**config.mk**
```make
export PLATFORM = sky130hd
export DESIGN_NAME = aes_stream_engine
export DESIGN_NICKNAME = d
export VERILOG_FILES = /design/src/rtl/aes_package.sv /design/src/rtl/aes_word_buffer.sv /design/src/rtl/aes_stream_engine.sv
export SDC_FILE = /design/constraint.sdc
export NUM_CORES = 1
export LEC_CHECK = 0
export CORE_ASPECT_RATIO = 1.1
export CORE_UTILIZATION = 50
export DETAILED_ROUTE_END_ITERATION = 6
export PLACE_DENSITY = 0.78
export SYNTH_ARGS = -nofsm -noshare
export SYNTH_HDL_FRONTEND = slang
export SYNTH_SLANG_ARGS = --single-unit
```
**constraint.sdc**
```tcl
create_clock -name clk -period 22 [get_ports clk]
set_input_delay 4.4 -clock clk [delete_from_list [all_inputs] [get_ports clk]]
set_output_delay 4.4 -clock clk [all_outputs]
set_load 0.005 [all_outputs]
```
**src/rtl/aes_package.sv**
```systemverilog
// Shared types and constants for the AES stream engine.
//   aes_eng_state_t : engine FSM states
//   ctrl_engine_t   : controller -> engine {clear, start, enable}
//   flags_engine_t  : engine -> controller {done, busy, blk_cnt}
package aes_package;

  localparam int unsigned AES_DATA_W  = 32;
  localparam int unsigned AES_BLOCK_W = 128;
  localparam int unsigned AES_CNT_W   = 16;

  typedef enum logic [2:0] {
    IDLE,
    LOAD,
    CIPHER,
    DRAIN,
    DONE
  } aes_eng_state_t;

  typedef struct packed {
    logic clear;
    logic start;
    logic enable;
  } ctrl_engine_t;

  typedef struct packed {
    logic                 done;
    logic                 busy;
    logic [AES_CNT_W-1:0] blk_cnt;
  } flags_engine_t;

endpackage

```
**src/rtl/aes_word_buffer.sv**
```systemverilog
// Block-wide register viewed as DATA_W words with a wrapping word index.
// Used for packing plaintext (word writes) and unpacking results (block load + word reads).
//   clk, reset : clock, async active-high reset
//   clear      : sync clear of contents and index
//   wr_en/wr_data : write word at current index, then advance index
//   ld_en/ld_block: load the whole block, index back to word 0
//   adv        : advance index without writing
//   block      : full register contents (word 0 in LSBs)
//   rd_word    : word at current index
//   last       : current index is the final word of the block
module aes_word_buffer #(
  parameter int unsigned DATA_W  = 32,
  parameter int unsigned BLOCK_W = 128
) (
  input  logic               clk,
  input  logic               reset,
  input  logic               clear,
  input  logic               wr_en,
  input  logic [DATA_W-1:0]  wr_data,
  input  logic               ld_en,
  input  logic [BLOCK_W-1:0] ld_block,
  input  logic               adv,
  output logic [BLOCK_W-1:0] block,
  output logic [DATA_W-1:0]  rd_word,
  output logic               last
);

  localparam int unsigned WORDS = BLOCK_W / DATA_W;
  localparam int unsigned IDX_W = $clog2(WORDS);

  logic [WORDS-1:0][DATA_W-1:0] words_q;
  logic [IDX_W-1:0]             idx_q;

  always_ff @(posedge clk or posedge reset) begin
    if (reset) begin
      words_q <= '0;
      idx_q   <= '0;
    end else if (clear) begin
      words_q <= '0;
      idx_q   <= '0;
    end else if (ld_en) begin
      words_q <= ld_block;
      idx_q   <= '0;
    end else if (wr_en) begin
      words_q[idx_q] <= wr_data;
      idx_q          <= idx_q + IDX_W'(1);
    end else if (adv) begin
      idx_q <= idx_q + IDX_W'(1);
    end
  end

  assign block   = words_q;
  assign rd_word = words_q[idx_q];
  assign last    = (idx_q == IDX_W'(WORDS - 1));

endmodule

```
**src/rtl/aes_stream_engine.sv**
```systemverilog
// Engine side of the AES HWPE: packs plaintext words into blocks, hands each block to the
// cipher core over req/ack, and streams the result words back out.
//   clk, reset      : clock, async active-high reset
//   ctrl_i          : {clear, start, enable} from the controller FSM
//   nb_blocks_i     : block count of the job, sampled on an accepted start
//   flags_o         : {done, busy, blk_cnt} back to the controller
//   pt_valid_i/pt_ready_o/pt_data_i : plaintext word stream in
//   ct_valid_o/ct_ready_i/ct_data_o : ciphertext word stream out
//   core_req_o/core_state_o         : block request to the cipher core
//   core_ack_i/core_result_i        : one-cycle result pulse from the core
module aes_stream_engine
  import aes_package::*;
#(
  parameter int unsigned DATA_W  = AES_DATA_W,
  parameter int unsigned BLOCK_W = AES_BLOCK_W,
  parameter int unsigned CNT_W   = AES_CNT_W
) (
  input  logic               clk,
  input  logic               reset,
  input  ctrl_engine_t       ctrl_i,
  input  logic [CNT_W-1:0]   nb_blocks_i,
  output flags_engine_t      flags_o,
  input  logic               pt_valid_i,
  output logic               pt_ready_o,
  input  logic [DATA_W-1:0]  pt_data_i,
  output logic               ct_valid_o,
  input  logic               ct_ready_i,
  output logic [DATA_W-1:0]  ct_data_o,
  output logic               core_req_o,
  output logic [BLOCK_W-1:0] core_state_o,
  input  logic               core_ack_i,
  input  logic [BLOCK_W-1:0] core_result_i
);

  aes_eng_state_t   state_q;
  logic [CNT_W-1:0] nb_q;
  logic [CNT_W-1:0] blk_cnt_q;
  logic [CNT_W-1:0] blk_cnt_inc;
  logic             req_held_q;

  logic live;
  logic pt_fire;
  logic ct_fire;
  logic ack_take;
  logic pack_last;
  logic unpack_last;

  logic [BLOCK_W-1:0] pack_block;
  logic [BLOCK_W-1:0] unpack_block_unused;
  logic [DATA_W-1:0]  pack_word_unused;
  logic [DATA_W-1:0]  unpack_word;

  // Clear forces every output low in the same cycle it is asserted.
  assign live = ~ctrl_i.clear;

  assign pt_ready_o = live & (state_q == LOAD) & ctrl_i.enable;
  // A request already raised stays up even if enable drops; a new one needs enable.
  assign core_req_o = live & (state_q == CIPHER) & (ctrl_i.enable | req_held_q);
  assign ct_valid_o = live & (state_q == DRAIN);

  assign ct_data_o    = live ? unpack_word : '0;
  assign core_state_o = live ? pack_block : '0;

  assign pt_fire  = pt_valid_i & pt_ready_o;
  assign ct_fire  = ct_valid_o & ct_ready_i;
  assign ack_take = core_req_o & core_ack_i;

  assign blk_cnt_inc = blk_cnt_q + CNT_W'(1);

  always_comb begin
    flags_o = '0;
    if (live) begin
      flags_o.done    = (state_q == DONE);
      flags_o.busy    = (state_q != IDLE);
      flags_o.blk_cnt = AES_CNT_W'(blk_cnt_q);
    end
  end

  always_ff @(posedge clk or posedge reset) begin
    if (reset) begin
      state_q    <= IDLE;
      nb_q       <= '0;
      blk_cnt_q  <= '0;
      req_held_q <= 1'b0;
    end else if (ctrl_i.clear) begin
      state_q    <= IDLE;
      nb_q       <= '0;
      blk_cnt_q  <= '0;
      req_held_q <= 1'b0;
    end else begin
      unique case (state_q)
        IDLE: begin
          if (ctrl_i.start && ctrl_i.enable) begin
            nb_q       <= nb_blocks_i;
            blk_cnt_q  <= '0;
            req_held_q <= 1'b0;
            state_q    <= (nb_blocks_i == '0) ? DONE : LOAD;
          end
        end
        LOAD: begin
          if (pt_fire && pack_last) state_q <= CIPHER;
        end
        CIPHER: begin
          if (ack_take) begin
            req_held_q <= 1'b0;
            state_q    <= DRAIN;
          end else if (core_req_o) begin
            req_held_q <= 1'b1;
          end
        end
        DRAIN: begin
          if (ct_fire && unpack_last) begin
            blk_cnt_q <= blk_cnt_inc;
            state_q   <= (blk_cnt_inc == nb_q) ? DONE : LOAD;
          end
        end
        DONE: state_q <= IDLE;
        default: state_q <= IDLE;
      endcase
    end
  end

  aes_word_buffer #(
    .DATA_W (DATA_W),
    .BLOCK_W(BLOCK_W)
  ) u_pack (
    .clk     (clk),
    .reset   (reset),
    .clear   (ctrl_i.clear),
    .wr_en   (pt_fire),
    .wr_data (pt_data_i),
    .ld_en   (1'b0),
    .ld_block('0),
    .adv     (1'b0),
    .block   (pack_block),
    .rd_word (pack_word_unused),
    .last    (pack_last)
  );

  aes_word_buffer #(
    .DATA_W (DATA_W),
    .BLOCK_W(BLOCK_W)
  ) u_unpack (
    .clk     (clk),
    .reset   (reset),
    .clear   (ctrl_i.clear),
    .wr_en   (1'b0),
    .wr_data ('0),
    .ld_en   (ack_take),
    .ld_block(core_result_i),
    .adv     (ct_fire),
    .block   (unpack_block_unused),
    .rd_word (unpack_word),
    .last    (unpack_last)
  );

endmodule
```
==> results.toml, run 1 <==
[outcome]
status = "finished, final reports clean"

[cts]
post_cts_buffers = 0
clock_latency_ns = 0.56
cts_buffer_depth = 3
cts_resized = 0
ctsRootBufferMaster = "clkbuf_16"
cts_buffers = 30
cts_tree = "yes"
clock_sinks = 296
cts_max_level = 1
cts.clk_slew.worst_paths_ns = 0.06
cts_hold_buf = 0

[flow_run]
drv_cap = 0

[yosys]
yosys_warnings = 0
synth_fp_nets = 1731
synth_top_flop_cell = "dfrtp_1"
synth-seq-cells = 296
synth_seq_area_share = 0.513
syn_avg_cell_area_um2 = 9.36
synth_top_cell_area_share = 0.513
synth.largest_area_cell = "dfrtp_1"
async_flop_share = 1.00
synth_area_leaders = "dfrtp_1 51%, nand2_1 11%, nor2b_1 7.6%"
synth.distinct_cells = 54
synth_edf_count = 0
netlist_area_um2 = 14400
syn_inst = 1541

[final_layout]
final_cell_mix = "420 x nand2_1, 363 x clkdlybuf4s50_1, 294 x dfrtp_1, 175 x nor2b_1, 167 x o21ai_0"
final_area_um2 = 19100
fin_nets = 2015
final_common_cell = "nand2_1"
drive_gt1_frac = 0.0574
area_growth_pct = 32.7
fill_cells = 2212

[die]
io_pins = 365
die_w_um = 164
die_y_um = 180
placementRows = 64
core_area_um2 = 28100
dieArea_um2 = 29500
start_util = 0.513

[place]
dp_hpwl_um = 26400
place.port_buffers = 364
gp_congestion = 0.891
postPlaceCellArea_um2 = 18200

[detailed_routing]
drt_first_pass_iters = 5
route.detailed.drc = 0
avgRoutedWirePerCell_um = 17.9
finalWirelength_um = 39700
drtIter0Drc = 938
vias = 11900
viasPerCell = 5.39
ant_nets = 0

[grt]
grt_util_all_layers = 0.274
grt.overflow.total = 0
antenna_found_initial = 4
grt_first_pass_wirelength_um = 64100
grt_pass1_vias = 12100
grt_max_degree = 145

[sta]
fin_crit_sh = 0.503
skew_ns = 0.0129
worst_slew_pin_slew_ns = 1.18
slew_headroom = 0.212
finalSetupTns_ns = 0
finalSetupViolCount = 0
finalHoldViolCount = 0
fmax_mhz = 90.4
fin_crit_ns = 11.07
rsz0062_at_grt = "false"
drv_slew = 0

[critical_path]
path_max_fanout = 128
critical_path_arrival_ns = 6.67
end_kind = "primary output"
path_class = "in2out"
required_ns = 17.60
critPathLaunchType = "input port"

[hold_path]
min_path_type = "reg2reg"

[pwr]
power.density_nw_per_um2 = 66.2
leakage_nw = 8.50
vdd.ir_drop.worst_mv = 0.0730
-- worst paths after layout --
| check | startpoint | endpoint | slack [ns] | cells after the start |
|---|---|---|---|---|
| setup / recovery | ctrl_i[2] | core_state_o[96] | 10.93 | 4 |
| hold / removal | nb_q[0]$_DFFE_PP0P_ | nb_q[0]$_DFFE_PP0P_ | 0.50 | 2 |
| setup reg to reg | u_unpack.idx_q[1]$_DFFE_PP0P_ | blk_cnt_q[3]$_DFFE_PP0P_ | 18.89 | 6 |
| hold reg to reg | nb_q[0]$_DFFE_PP0P_ | nb_q[0]$_DFFE_PP0P_ | 0.50 | 2 |
| max in group asynchronous | reset | u_pack.block[103]$_DFFE_PP0P_ | 15.88 | 3 |
| min in group asynchronous | reset | u_pack.block[120]$_DFFE_PP0P_ | 4.51 | 2 |
-- cell type report --
cell class | count | area, um^2 | area share
multi-input combinational | 1116 | 6540 | 0.342
antenna | 4 | 10.0 | 0.000523
tap | 363 | 454 | 0.0237
sequential | 296 | 7410 | 0.387
clock inverter | 12 | 124 | 0.00647
inverter | 8 | 37.5 | 0.00196
timing repair buffer | 373 | 3720 | 0.194
clock buffer | 42 | 856 | 0.0447
-- report_power, final --
group          internal, W  switching [W]
Sequential        0.000571      0.0000202
Clock             0.000294       0.000211
Combinational    0.0000820      0.0000885
Total             0.000947       0.000320
-- state kept, by name, indices dropped and copies added (netlist names) --
register	flops
req_held_q	1
state_q	3
u_pack.idx_q	2
blk_cnt_q	16
u_unpack.block	128
u_pack.block	128
nb_q	16
u_unpack.idx_q	2
-- synthesized netlist by cell type, types with 2 or more instances --
library cell / n
and2_1: 3
o21a_1: 2
nand2b_1: 50
ha_1: 6
nor4_1: 9
nor2b_1: 175
inv_1: 8
and3_1: 6
dfrtp_1: 296
clkbuf_1: 109
mux2i_1: 2
nand3_1: 6
a22o_1: 2
nand3b_1: 130
a21oi_1: 3
or4_1: 2
nand2_1: 425
o41ai_1: 4
nor4bb_1: 2
buf_4: 3
o2111ai_1: 2
nand4_1: 4
nor3_1: 6
buf_1: 5
xnor2_1: 16
mux4_2: 32
buf_2: 3
o21ai_0: 167
nand3_2: 2
o22ai_1: 3
nor2_1: 26
xor2_1: 9
a311oi_1: 2
-- cell families (layout without fill, tap and decap cells) --
| family | Yosys count | after routing | share of synthesized area |
|---|---|---|---|
| AO/OA/AOI/OAI | 197 | 197 | 0.0743 |
| XOR/XNOR | 26 | 26 | 0.0167 |
| adder cells (fa/ha/maj) | 6 | 6 | 0.00520 |
| buffers and inverters | 129 | 435 | 0.0351 |
| flip-flops | 296 | 296 | 0.513 |
| multiplexers | 34 | 34 | 0.0513 |
| other | 0 | 4 | 0 |
| AND/OR/NAND/NOR | 853 | 853 | 0.304 |
-- metrics by stage --
stage / worst slack (ns) / hold slack (ns) / util / power [W] / instances
after global routing: 10.73 / 0.530 / 0.681 / 0.00132 / 2214
after detailed placement: 10.95 / 0.492 / 0.646 / 0.000771 / 2156
after CTS: 10.94 / 0.504 / 0.681 / 0.00128 / 2210
after global placement: 11.06 / 0.483 / 0.646 / 0.000767 / 2156
final: 10.93 / 0.501 / 0.681 / 0.00127 / 2214
after floorplan: 9.42 / 0.464 / - / 0.000697 / 1541
-- layer usage --
metal  GRT usage  vias to the layer above  share of wire
met5           0                        -              0
met4       0.139                        0          0.053
met3      0.0633                      109          0.072
met2       0.437                      423           0.47
met1       0.347                     5743           0.40
li1            -                     5667              -
-- critical path: stages --
cell and delay [ns]:
buf_8 0.47, buf_4 0.97, nor2b_1 0.18, clkdlybuf4s50_1 0.54
Power figures use the tool's default switching activity.
==> run 2, diff against run 1 <==
--- a/config.mk
+++ b/config.mk
@@ -6,9 +6,9 @@
 export NUM_CORES = 1
 export LEC_CHECK = 0
 export CORE_ASPECT_RATIO = 1.1
-export CORE_UTILIZATION = 50
+export CORE_UTILIZATION = 45
 export DETAILED_ROUTE_END_ITERATION = 6
-export PLACE_DENSITY = 0.78
+export PLACE_DENSITY = 0.74
 export SYNTH_ARGS = -nofsm -noshare
 export SYNTH_HDL_FRONTEND = slang
 export SYNTH_SLANG_ARGS = --single-unit
==> constraint.sdc (replaced) <==
create_clock -name clk -period 9.1 [get_ports clk]
set_input_delay 1.82 -clock clk [delete_from_list [all_inputs] [get_ports clk]]
set_output_delay 1.82 -clock clk [all_outputs]
set_load 0.005 [all_outputs]
==> run 2 against run 1 <==
  * Combinational power grew 140%
  * Utilization decreased by 6.4 points
  * Register-to-register slack got worse by 13 ns
  * Setup slack got worse by 7.5 ns
  * Design area up 1.5%
  * Cell count rose by 2.9%
  * Routed wire length rose by 0.69%
  * Sequential share of layout area decreased by 0.57 points
  * Via count down 0.94%
  * Die area is 11% higher
  * Flip-flop and latch count stayed put
  * Largest power group unchanged
  * Critical path type unchanged
==> results.toml, run 2 (synthesis results as in run 1) <==
[outcome]
status = "finished, final reports clean"

[detailed_routing]
drt_first_pass_iters = 5
ant_nets = 0
drtIter0Drc = 939
finalWirelength_um = 39900
viasPerCell = 5.19
avgRoutedWirePerCell_um = 17.5
route.detailed.drc = 0
vias = 11800

[die]
dieArea_um2 = 32800
io_pins = 365
die_y_um = 190
start_util = 0.458
die_w_um = 173
placementRows = 68
core_area_um2 = 31500

[sta]
fin_crit_ns = 5.64
worst_slew_pin_slew_ns = 1.12
slew_headroom = 0.247
skew_ns = 0.0109
fin_crit_sh = 0.620
rsz0062_at_grt = "false"
fmax_mhz = 177
finalSetupViolCount = 0
drv_slew = 0
finalHoldViolCount = 0
finalSetupTns_ns = 0
layout_setup_ws_ns = 3.46

[hold_path]
hp-start = "nb_q[12]$_DFFE_PP0P_"
min_path_type = "reg2reg"

[cts]
cts_resized = 0
cts_tree = "yes"
cts.clk_slew.worst_paths_ns = 0.06
clock_latency_ns = 0.50
cts_hold_buf = 0
post_cts_buffers = 0
ctsRootBufferMaster = "clkbuf_16"
cts_buffer_depth = 3
cts_max_level = 2
clock_sinks = 296
cts_buffers = 34

[critical_path]
path_class = "in2out"
critPathLaunchType = "input port"
path_max_fanout = 208
crit_chain = "buf_8, buf_12, nor2b_1, clkdlybuf4s50_1"
startpoint = "ctrl_i[2]"
critPathMaxStageDelay_ns = 0.59
slowest_stage = "buf_12"
required_ns = 7.28
critical_path_arrival_ns = 3.82
end_kind = "primary output"
reg2reg_from = "u_unpack.idx_q[1]$_DFFE_PP0P_"

[final_layout]
drive_gt1_frac = 0.0630
final_common_cell = "nand2_1"
final_cell_mix = "420 x nand2_1, 363 x clkdlybuf4s50_1, 294 x dfrtp_1, 175 x nor2b_1, 167 x o21ai_0"
area_growth_pct = 34.7
fin_nets = 2022

[pwr]
vdd.ir_drop.worst_mv = 0.122
power.density_nw_per_um2 = 167
leakage_nw = 8.60

[place]
pre_cts_ws_ns = 3.43
place.port_buffers = 364
gp_congestion = 0.852
dp_hpwl_um = 26000

[flow_run]
drv_cap = 0

[grt]
grt_first_pass_wirelength_um = 64800
antenna_found_initial = 5
grt.overflow.total = 0
grt_util_all_layers = 0.246
grt_pass1_vias = 12000
grt_max_degree = 209
==> run 2: cell types whose count changed in the layout (fill, tap and decap cells not counted) <==
cell,previous run,this run
clkbuf_8,6,12
clkbuf_16,30,35
buf_12,0,2
clkbuf_1,6,4
clkinv_2,8,6
diode_2,4,2
buf_4,9,10
clkinv_8,1,0
inv_6,0,1
inv_8,1,0
==> run 2: power breakdown <==
group | internal [W] | switching (W) | leakage (nW) | total (W)
sequential | 0.00138 | 0.0000494 | 4.10 | 0.00143
clock | 0.000857 | 0.000540 | 0.579 | 0.00140
combinational | 0.000199 | 0.000217 | 3.93 | 0.000417
==> run 2: metrics by stage <==
| step | power, W | cells | utilization | hold slack [ns] | cell area, um^2 |
|---|---|---|---|---|---|
| after floorplan | 0.00168 | 1541 | - | 0.464 | 14400 |
| after global placement | 0.00186 | 2216 | 0.580 | 0.483 | 18300 |
| after detailed placement | 0.00187 | 2216 | 0.580 | 0.490 | 18300 |
| after CTS | 0.00328 | 2276 | 0.617 | 0.503 | 19400 |
| after global routing | 0.00338 | 2278 | 0.617 | 0.521 | 19400 |
| final | 0.00325 | 2278 | 0.617 | 0.498 | 19400 |
==> run 2: final cells by class <==
| class | count | area (um^2) |
|---|---|---|
| inverter | 8 | 33.8 |
| multi-input combinational | 1116 | 6540 |
| antenna | 2 | 5.00 |
| tap | 420 | 526 |
| clock inverter | 9 | 98.8 |
| timing repair buffer | 376 | 3760 |
| fill | 2687 | 12000 |
| clock buffer | 51 | 1060 |
| sequential | 296 | 7410 |
==> run 2: critical path: cells and delay by family <==
kind | cells | cell delay (ns)
buffers and inverters | 3 | 1.59
AND/OR/NAND/NOR | 1 | 0.19
==> run 2: per-layer routing <==
metal,vias to the layer above,track usage,wire (um)
met1,5728,0.314,16700
met3,79,0.0564,2580
met4,4,0.0994,1380
li1,5669,-,-
met5,-,0,29
met2,350,0.405,19200
==> run 2: path summary, 6_finish.rpt <==
path                                                       to  slack [ns]  cells after the start
worst max-delay path                        core_state_o[105]        3.46                      4
worst min-delay path                     nb_q[12]$_DFFE_PP0P_        0.50                      2
worst max register to register      blk_cnt_q[14]$_DFFE_PP0P_        6.05                      5
worst min register to register           nb_q[12]$_DFFE_PP0P_        0.50                      2
max in group asynchronous         u_pack.block[2]$_DFFE_PP0P_        5.49                      4
min in group asynchronous       u_unpack.block[8]$_DFFE_PP0P_        2.00                      3
